## src/rtl/ltpi_tx_scheduler_if.sv

```systemverilog
// Request/symbol/PHY-FIFO bundle between LTPI frame sources, the TX scheduler and the PHY TX FIFO.
interface ltpi_tx_scheduler_if;
  logic [2:0]  req;
  logic [29:0] req_sym;
  logic [2:0]  req_sym_rd;
  logic [2:0]  gnt;
  logic [9:0]  phy_tx_in;
  logic        phy_tx_dv;
  logic        txfifo_full;
  logic        busy;
  logic        frame_done;

  modport master (
    output req, req_sym, txfifo_full,
    input  req_sym_rd, gnt, phy_tx_in, phy_tx_dv, busy, frame_done
  );

  modport slave (
    input  req, req_sym, txfifo_full,
    output req_sym_rd, gnt, phy_tx_in, phy_tx_dv, busy, frame_done
  );
endinterface

```

## src/rtl/ltpi_tx_scheduler.sv

```systemverilog
// LTPI TX frame scheduler: arbitrates training/control/data sources into fixed-length frames plus idle gaps.
// Optional LTPI_TX_SCHED_IDLE_FILL_EN keeps the link alive with IDLE_SYM writes while idle.
module ltpi_tx_scheduler #(
  parameter int unsigned FRAME_LEN = 16,
  parameter int unsigned IDLE_GAP  = 2,
  parameter logic [9:0]  IDLE_SYM  = 10'h0FA
) (
  input  logic                 clk,
  input  logic                 reset,
  ltpi_tx_scheduler_if.slave   bus
);

  localparam int unsigned CW = 6;
  localparam int unsigned GW = 4;
  localparam logic [CW-1:0] FRAME_LAST = CW'(FRAME_LEN - 1);
  localparam logic [GW-1:0] GAP_LAST   = GW'((IDLE_GAP == 0) ? 0 : IDLE_GAP - 1);

  typedef enum logic [1:0] {S_IDLE, S_SEND, S_GAP} state_t;

  state_t          state_q, state_d;
  logic [2:0]      grant_q, grant_d;
  logic [CW-1:0]   sym_cnt_q, sym_cnt_d;
  logic [GW-1:0]   gap_cnt_q, gap_cnt_d;
  logic            rr_q, rr_d;      // 0: prefer req[1], 1: prefer req[2]
  logic            first_q;         // first cycle after reset, outputs held quiet
  logic [2:0]      pick_c;
  logic [9:0]      gsym_c;

  always_ff @(posedge clk) begin
    if (reset) begin
      state_q   <= S_IDLE;
      grant_q   <= '0;
      sym_cnt_q <= '0;
      gap_cnt_q <= '0;
      rr_q      <= 1'b0;
      first_q   <= 1'b1;
    end else begin
      state_q   <= state_d;
      grant_q   <= grant_d;
      sym_cnt_q <= sym_cnt_d;
      gap_cnt_q <= gap_cnt_d;
      rr_q      <= rr_d;
      first_q   <= 1'b0;
    end
  end

  // Training has strict priority; control/data alternate when both ask.
  always_comb begin
    pick_c = '0;
    if (bus.req[0])                    pick_c = 3'b001;
    else if (bus.req[1] && bus.req[2]) pick_c = rr_q ? 3'b100 : 3'b010;
    else if (bus.req[1])               pick_c = 3'b010;
    else if (bus.req[2])               pick_c = 3'b100;
  end

  always_comb begin
    gsym_c = '0;
    case (grant_q)
      3'b001:  gsym_c = bus.req_sym[9:0];
      3'b010:  gsym_c = bus.req_sym[19:10];
      3'b100:  gsym_c = bus.req_sym[29:20];
      default: gsym_c = '0;
    endcase
  end

  always_comb begin
    state_d         = state_q;
    grant_d         = grant_q;
    sym_cnt_d       = sym_cnt_q;
    gap_cnt_d       = gap_cnt_q;
    rr_d            = rr_q;
    bus.gnt         = '0;
    bus.req_sym_rd  = '0;
    bus.phy_tx_in   = '0;
    bus.phy_tx_dv   = 1'b0;
    bus.frame_done  = 1'b0;
    bus.busy        = 1'b0;
    if (!reset) begin
      case (state_q)
        S_IDLE: begin
          if (!first_q && (pick_c != 3'b000)) begin
            bus.gnt   = pick_c;
            grant_d   = pick_c;
            sym_cnt_d = '0;
            state_d   = S_SEND;
            if (!pick_c[0]) rr_d = pick_c[1];
          end
`ifdef LTPI_TX_SCHED_IDLE_FILL_EN
          else if (!first_q && !bus.txfifo_full) begin
            bus.phy_tx_dv = 1'b1;
            bus.phy_tx_in = IDLE_SYM;
          end
`endif
        end
        S_SEND: begin
          bus.busy = 1'b1;
          if (!bus.txfifo_full) begin
            bus.phy_tx_dv  = 1'b1;
            bus.phy_tx_in  = gsym_c;
            bus.req_sym_rd = grant_q;
            if (sym_cnt_q == FRAME_LAST) begin
              bus.frame_done = 1'b1;
              sym_cnt_d      = '0;
              state_d        = (IDLE_GAP > 0) ? S_GAP : S_IDLE;
            end else begin
              sym_cnt_d = sym_cnt_q + CW'(1);
            end
          end
        end
        S_GAP: begin
          bus.busy = 1'b1;
          if (!bus.txfifo_full) begin
            bus.phy_tx_dv = 1'b1;
            bus.phy_tx_in = IDLE_SYM;
            if (gap_cnt_q == GAP_LAST) begin
              gap_cnt_d = '0;
              state_d   = S_IDLE;
            end else begin
              gap_cnt_d = gap_cnt_q + GW'(1);
            end
          end
        end
        default: state_d = S_IDLE;
      endcase
    end
  end

endmodule

```

## src/flat_wrapper.sv

```systemverilog
// flat-port wrapper written by rule: the top's interface ports become plain ports
module ltpi_tx_scheduler_flat 
#(
  parameter int unsigned FRAME_LEN = 16,
  parameter int unsigned IDLE_GAP  = 2,
  parameter logic [9:0]  IDLE_SYM  = 10'h0FA
)
  (clk, reset, bus_req, bus_req_sym, bus_txfifo_full, bus_req_sym_rd, bus_gnt, bus_phy_tx_in, bus_phy_tx_dv, bus_busy, bus_frame_done);
  ltpi_tx_scheduler_if bus_i ();
  input  logic clk;
  input  logic reset;
  input wire logic [$bits(bus_i.req)-1:0] bus_req;
  input wire logic [$bits(bus_i.req_sym)-1:0] bus_req_sym;
  input wire logic [$bits(bus_i.txfifo_full)-1:0] bus_txfifo_full;
  output wire logic [$bits(bus_i.req_sym_rd)-1:0] bus_req_sym_rd;
  output wire logic [$bits(bus_i.gnt)-1:0] bus_gnt;
  output wire logic [$bits(bus_i.phy_tx_in)-1:0] bus_phy_tx_in;
  output wire logic [$bits(bus_i.phy_tx_dv)-1:0] bus_phy_tx_dv;
  output wire logic [$bits(bus_i.busy)-1:0] bus_busy;
  output wire logic [$bits(bus_i.frame_done)-1:0] bus_frame_done;
  assign bus_i.req = bus_req;
  assign bus_i.req_sym = bus_req_sym;
  assign bus_i.txfifo_full = bus_txfifo_full;
  assign bus_req_sym_rd = bus_i.req_sym_rd;
  assign bus_gnt = bus_i.gnt;
  assign bus_phy_tx_in = bus_i.phy_tx_in;
  assign bus_phy_tx_dv = bus_i.phy_tx_dv;
  assign bus_busy = bus_i.busy;
  assign bus_frame_done = bus_i.frame_done;
  ltpi_tx_scheduler #(.FRAME_LEN(FRAME_LEN), .IDLE_GAP(IDLE_GAP), .IDLE_SYM(IDLE_SYM)) u_core (.clk(clk), .reset(reset), .bus(bus_i));
endmodule
```

## config.mk

```make
export PLATFORM = sky130hd
export DESIGN_NAME = ltpi_tx_scheduler_flat
export DESIGN_NICKNAME = d
export VERILOG_FILES = /design/src/rtl/ltpi_tx_scheduler_if.sv /design/src/rtl/ltpi_tx_scheduler.sv /design/src/flat_wrapper.sv
export SDC_FILE = /design/constraint.sdc
export NUM_CORES = 1
export LEC_CHECK = 0
export CAP_MARGIN = 5
export CORE_UTILIZATION = 47
export CTS_BUF_LIST = sky130_fd_sc_hd__clkbuf_4 sky130_fd_sc_hd__clkbuf_8
export DETAILED_ROUTE_END_ITERATION = 10
export GPL_TIMING_DRIVEN = 1
export PLACE_DENSITY_LB_ADDON = 0.12
export SKIP_LAST_GASP = 1
export SYNTH_ARGS = -nofsm -noshare
export SYNTH_HDL_FRONTEND = slang
export SYNTH_SLANG_ARGS = --single-unit
```

## constraint.sdc

```tcl
create_clock -name clk -period 2.6 [get_ports clk]
set_clock_uncertainty 0.1 [all_clocks]
set_input_delay 0.52 -clock clk [delete_from_list [all_inputs] [get_ports clk]]
set_output_delay 0.52 -clock clk [all_outputs]
set_load 0.1 [all_outputs]
```

After elaboration in Yosys (flattened, before gate mapping)
Cells that the tools add are included.
{"block": "totals", "word_cells": 71, "out_inout_bits": 19, "ff_bits": 17, "inputBits": 36}
{"block": "classes", "mux": 37, "eq_ne": 12, "n_reduce_logical": 12, "n_bitwise": 2, "n_addsub": 2}
{"op": "3-bit 2-to-1 mux", "n": 11}
{"op": "10-bit case mux with 3 select lines", "n": 1}
{"op": "10-bit 2-to-1 mux", "n": 2}
{"op": "10-bit case mux with 2 select lines", "n": 1}
{"op": "6-bit 2-to-1 mux", "n": 3}
{"op": "6-bit case mux with 2 select lines", "n": 1}
{"op": "1-bit 2-to-1 mux", "n": 10}
{"op": "2-bit 2-to-1 mux", "n": 5}
{"op": "8-bit 2-to-1 mux", "n": 1}
{"op": "6-bit by 1-bit adder with 6-bit output, second input constant", "n": 1}
{"op": "6-bit by 4-bit == test with 1-bit output, second input constant", "n": 1}
{"op": "2-bit by 1-bit != test with 1-bit output, second input constant", "n": 3}
{"op": "2-bit case mux with 3 select lines", "n": 1}
{"op": "3-bit AND reduction", "n": 2}
{"op": "5-bit AND reduction", "n": 1}
{"op": "4-bit by 1-bit adder with 4-bit output, second input constant", "n": 1}
{"op": "4-bit by 1-bit == test with 1-bit output, second input constant", "n": 1}
{"op": "4-bit 2-to-1 mux", "n": 1}
{"op": "2-bit != test, second input constant", "n": 2}
{"op": "2-bit AND reduction", "n": 2}
{"op": "3-bit by 1-bit == test with 1-bit output, second input constant", "n": 1}
{"op": "3-bit by 2-bit == test with 1-bit output, second input constant", "n": 1}
{"op": "3-bit == test, second input constant", "n": 1}
{"op": "3-bit nonzero test", "n": 1}
{"op": "other kinds (8)", "n": 10}

Longest topological paths before layout
Gate-level depths: netlist of the first run.
{"block": "logic_depth", "ltp_word": 9, "ltp_mapped": 7, "depth_no_buf": 6}

Worst setup path before layout of the first run
OpenSTA, ideal clock, no wires.
{"block": "synth_timing", "path_kind": "reg-to-output", "startpoint": "register u_core.state_q[1]", "endpoint": "output port bus_frame_done", "required_time_ns": 1.980, "path_stages_with_launch": 7, "path_buffers": 2, "t_arrival_ns": 3.741, "path_slack_ns": -1.761, "cell_sequence": "dfxtp_1 -> inv_1 -> ha_1 -> buf_6 -> buf_2 -> nand2_1 -> nor4_1"}
{"block": "synth_between", "elab_chain_len": 3}
{"item": "from (decl)", "line": "ltpi_tx_scheduler.sv:20", "source": "state_t state_q, state_d;"}
{"item": "from (signal assigned)", "line": "ltpi_tx_scheduler.sv:38", "source": "state_q <= state_d;"}
{"item": "2-bit by 1-bit == test with 1-bit output", "line": "ltpi_tx_scheduler.sv:79", "source": "case (state_q)"}
{"item": "1-bit 2-to-1 mux", "line": "ltpi_tx_scheduler.sv:79"}
{"item": "1-bit 2-to-1 mux", "line": "ltpi_tx_scheduler.sv:78", "source": "if (!reset) begin"}
{"item": "to (decl)", "line": "flat_wrapper.sv:20", "source": "output wire logic [$bits(bus_i.frame_done)-1:0] bus_frame_done;"}
No other way between the ends.

Final worst setup path of the first run
{"block": "layout_timing", "startpoint": "input port bus_txfifo_full", "endpoint": "output port bus_phy_tx_in[7]"}
{"block": "layout_between", "elab_chain_len": 3, "word_cells_on_any_way": 4, "classes_between": "mux (4)"}
{"item": "from (decl)", "line": "flat_wrapper.sv:14", "source": "input wire logic [$bits(bus_i.txfifo_full)-1:0] bus_txfifo_full;"}
{"item": "8-bit 2-to-1 mux / 10-bit 2-to-1 mux (equally long branches)", "line": "ltpi_tx_scheduler.sv:112, ltpi_tx_scheduler.sv:97"}
{"item": "10-bit case mux with 2 select lines (*)", "line": "ltpi_tx_scheduler.sv:79"}
{"item": "10-bit 2-to-1 mux (*)", "line": "ltpi_tx_scheduler.sv:78"}
{"item": "to (decl)", "line": "flat_wrapper.sv:17", "source": "output wire logic [$bits(bus_i.phy_tx_in)-1:0] bus_phy_tx_in;"}
Mark *: on every way between the ends. The rest lies on a longest branch, timed or not.

==> results by stage, run 1 <==
GRT:
- The number of antenna violations at the first check in global routing came to 0.
- Across every metal layer, demand over resource in global routing totals 33.5%.
- The number of global-route vias before repair is 1484.
- Entering global routing, the biggest net connects 24 pins.
- The first global-routing pass estimated 6930 um of wire.
- The total grt overflow is 0.

Placed design:
- Timing analysis after detailed placement gives a worst setup slack of -67.1 ps.
- The placed wire-length estimate after detailed placement is 3580 um.
- The number of port buffers is 54.
- The congestion estimate from routability-driven global placement came to 0.814.

Synth:
- The post-synthesis sequential area ratio is 26.5%.
- The average cell area after synthesis is 8.34 um2.
- The netlist area before placement is 1280 um2.
- The distinct cell type count of the synthesized netlist is 49.
- The number of warnings issued by yosys is 0.
- When the netlist entered floorplanning its net count stood at 195.
- The most used flip-flop cell after synthesis is sky130_fd_sc_hd__dfxtp_1.
- The proportion of register bits with asynchronous set or reset after synthesis is 0%.
- The synthesis-stage register bit count is 17.
- Synthesis handed over a netlist of 154 instances.
- The number of flops mapped to enable cells by yosys is 0.

Finish:
- The layout filler cell count is 89.
- The fraction of layout cells with a size suffix above 1 is 34.1%.
- From synthesis to final layout, the design area changed by 80.6%.
- The total inserted antenna cells is 0.
- The net count reported at finish is 262.

Status:
- The flow ran to the end, and the final reports show no timing, DRC or antenna violations.

Die:
- The die covers 2950 um2.
- The effective utilization at floorplan is 50.9%.
- The die is 54.3 um wide.
- The die height is 54.3 um.
- 55 I/O pins were placed.
- The floorplan row count is 18.
- The core region is 2520 um2.

Route:
- The DRC violation total after the first TritonRoute iteration is 76.
- In the routed design, unresolved DRC markers number 0.
- The total number of vias is 1528.
- The count of nets left with antenna violations once routing finished came out at 0.
- The post-detailed-route wirelength per cell is 19.5 um.
- The total wirelength of the detailed-routed design is 4870 um.
- After detailed routing, the number of vias per cell comes to 6.11.
- The length of the first detailed-routing pass in iterations is 5.

Pwr:
- For this design the ratio of total power to cell area is 504 nW/um2.
- The largest voltage drop on the vdd net is 0.000595 V.
- The reported leakage power is 0.888 nW.

Critical path:
- The type of origin of the critical path is an input port.
- At the worst endpoint, the arrival time is 1940 ps.
- The launch point of the worst path is bus_txfifo_full.
- The element type at the critical path end is an output port.
- The slowest stage cell on the critical path is sky130_fd_sc_hd__clkdlybuf4s50_1.
- Together, buffers and inverters on the worst path number 3.
- The highest cell delay on the worst timing path is 440 ps.
- The critical path goes through clkdlybuf4s50_1, nor2_2, and2_4, o211ai_4, buf_4, o21ai_4, buf_12.
- STA puts the critical path data required time at 1980 ps.
- The startpoint identified for the worst register-to-register timing path is u_core.sym_cnt_q[0].
- The critical path is of the input port to output port type.
- In this run the worst path has a maximum fanout of 3.
- The kind of cell with the highest combined delay along the critical path is buffers and inverters.

Clock network:
- Clock tree synthesis selected as its root buffer the cell sky130_fd_sc_hd__clkbuf_4.
- The H-tree level count is 1.
- The clock input transition at the sequential cells of the worst setup and hold paths is 100 ps.
- The number of buffers on the longest clock path is 2.
- The CTS tree is yes.
- The worst-skew pair later-pin latency is 290 ps.
- The total CTS buffers is 3.
- The number of clock sinks is 17.

STA:
- The number of pins with negative max-slew slack in the final report came to 0.
- Of the available clock period, the critical path in the final layout requires 98.3%.
- The minimum period implied by the final worst setup slack is 2560 ps.
- Static timing analysis puts the maximum clock frequency at 0.391 GHz.
- Setup violations remaining at the end of the flow were counted as 0.
- At the pin with the least slew margin, the transition time is 404 ps.
- The number of hold-slack violations in the final timing report is 0.
- Setup repair after global routing could not meet its margin everywhere.
- Measured against its own limit, the worst slew margin works out to 72.9%.
- The summed negative setup slack over all endpoints is 0 ps.
- The final setup slack of the worst path is 44.4 ps.

Hold path:
- The hold path startpoint is u_core.sym_cnt_q[0].
- In this run the worst hold path is classified as flip-flop to flip-flop.

Run:
- The number of maximum-capacitance constraint violations is 0.
==> what timing repair did <==
item,4_1_cts,5_1_grt
hold buffers,0,0
setup endpoints to repair,12,11
gates resized for setup,4,4
hold endpoints to repair,0,0
pin swaps,1,2
setup buffers,3,3
==> layout make-up <==
cell class	instances	area [um2]	share of cell area (%)
clock buffer	3	22.5	0.970
clock inverter	1	5.00	0.216
inverter	5	18.8	0.809
multi-input combinational	124	1030	44.4
sequential	17	342	14.7
tap	30	37.5	1.62
timing repair buffer	70	866	37.3
==> flip-flops by register name, indices dropped and copies added (netlist names) <==
signal and flops:
u_core.state_q 2, u_core.grant_q 3, u_core.gap_cnt_q 4, u_core.sym_cnt_q 6
u_core.rr_q 1, u_core.first_q 1
==> cells by family after synthesis <==
group	after synthesis	share of synthesized area [%]
muxes	5	4.28
DFF	17	26.5
buffers and inverters	13	5.26
AOI/OAI and AO/OA	55	31.8
adders and majority gates	5	4.87
xor gates and xnor gates	2	1.36
and+or+nand+nor	57	25.9
==> cells in the mapped netlist (2+ instances only) <==
master                      number  area, um2
sky130_fd_sc_hd__inv_2           2       7.51
sky130_fd_sc_hd__a21oi_1         8       40.0
sky130_fd_sc_hd__a21o_1          2       15.0
sky130_fd_sc_hd__inv_1           3       11.3
sky130_fd_sc_hd__or2b_2          3       26.3
sky130_fd_sc_hd__mux2i_1         3       30.0
sky130_fd_sc_hd__nor2_1         11       41.3
sky130_fd_sc_hd__o31ai_1         4       30.0
sky130_fd_sc_hd__o21ai_0         3       15.0
sky130_fd_sc_hd__o21ai_1         8       40.0
sky130_fd_sc_hd__a22oi_1        10       75.1
sky130_fd_sc_hd__ha_1            5       62.6
sky130_fd_sc_hd__nand4_1         4       25.0
sky130_fd_sc_hd__nand2_1         7       26.3
sky130_fd_sc_hd__and3_1          5       31.3
sky130_fd_sc_hd__nor2b_1         7       43.8
sky130_fd_sc_hd__clkbuf_1        5       18.8
sky130_fd_sc_hd__nand3_1         3       15.0
sky130_fd_sc_hd__or3_1           3       18.8
sky130_fd_sc_hd__nor3b_1         3       22.5
sky130_fd_sc_hd__a2bb2oi_1      10       87.6
sky130_fd_sc_hd__dfxtp_1        17        340
sky130_fd_sc_hd__xor2_1          2       17.5
==> where the power goes <==
part	total [mW]	internal [mW]	switching, mW
Clock	0.145	0.0573	0.0873
Sequential	0.316	0.286	0.0298
Combinational	0.710	0.313	0.397
==> per-layer routing <==
metal | global-route usage [%] | routed length [um] | vias up
met3 | 6.94 | 288 | 17
met2 | 60.2 | 2650 | 77
met5 | 0 | 0 | -
met1 | 36.9 | 1810 | 720
li1 | - | - | 714
met4 | 16.7 | 129 | 0
==> worst paths after layout <==
kind	end	slack (ps)	cells after the start
worst min-delay path	u_core.sym_cnt_q[0]	420	1
worst max-delay path	bus_phy_tx_in[7]	40	7
worst min register to register	u_core.sym_cnt_q[0]	420	1
worst max register to register	u_core.state_q[0]	710	5
==> per-stage QoR <==
stage | instance area [um2] | instances | hold WS [ps] | utilization (%) | power [mW]
6_report | 2320 | 250 | 421 | 92.0 | 1.17
5_1_grt | 2320 | 250 | 457 | 92.0 | 1.21
4_1_cts | 2290 | 247 | 416 | 90.8 | 1.14
3_5_place_dp | 2210 | 240 | 407 | 87.6 | 0.992
3_3_place_gp | 2210 | 240 | 377 | 87.6 | 0.953
2_1_floorplan | 1420 | 154 | 359 | - | 0.777
==> cell usage in the layout, fill, tap and decap left out, types with 3 or more instances in the layout <==
cell type,n
sky130_fd_sc_hd__buf_4,15
sky130_fd_sc_hd__o31ai_1,4
sky130_fd_sc_hd__or2b_2,3
sky130_fd_sc_hd__nor2b_1,5
sky130_fd_sc_hd__buf_12,20
sky130_fd_sc_hd__a2bb2oi_1,10
sky130_fd_sc_hd__nor2_4,4
sky130_fd_sc_hd__or3_1,3
sky130_fd_sc_hd__mux2i_1,3
sky130_fd_sc_hd__o21ai_0,3
sky130_fd_sc_hd__ha_1,4
sky130_fd_sc_hd__nand3_1,3
sky130_fd_sc_hd__clkdlybuf4s50_1,34
sky130_fd_sc_hd__clkbuf_4,3
sky130_fd_sc_hd__nand2_1,7
sky130_fd_sc_hd__o21ai_4,6
sky130_fd_sc_hd__and3_1,4
sky130_fd_sc_hd__nor2_2,3
sky130_fd_sc_hd__nand4_1,4
sky130_fd_sc_hd__nor2_1,5
sky130_fd_sc_hd__a22oi_1,10
sky130_fd_sc_hd__a21oi_1,8
sky130_fd_sc_hd__inv_1,3
sky130_fd_sc_hd__dfxtp_1,16
No activity file was read; power rests on OpenSTA's default activity.
==> run 2, diff against run 1 <==
--- a/config.mk
+++ b/config.mk
@@ -8,6 +8,7 @@
 export CAP_MARGIN = 5
 export CORE_UTILIZATION = 47
 export CTS_BUF_LIST = sky130_fd_sc_hd__clkbuf_4 sky130_fd_sc_hd__clkbuf_8
+export CTS_CLUSTER_DIAMETER = 40
 export DETAILED_ROUTE_END_ITERATION = 10
 export GPL_TIMING_DRIVEN = 1
 export PLACE_DENSITY_LB_ADDON = 0.12
==> results of run 2 <==
No change in the layout: final DEF, timing and power equal those of run 1.
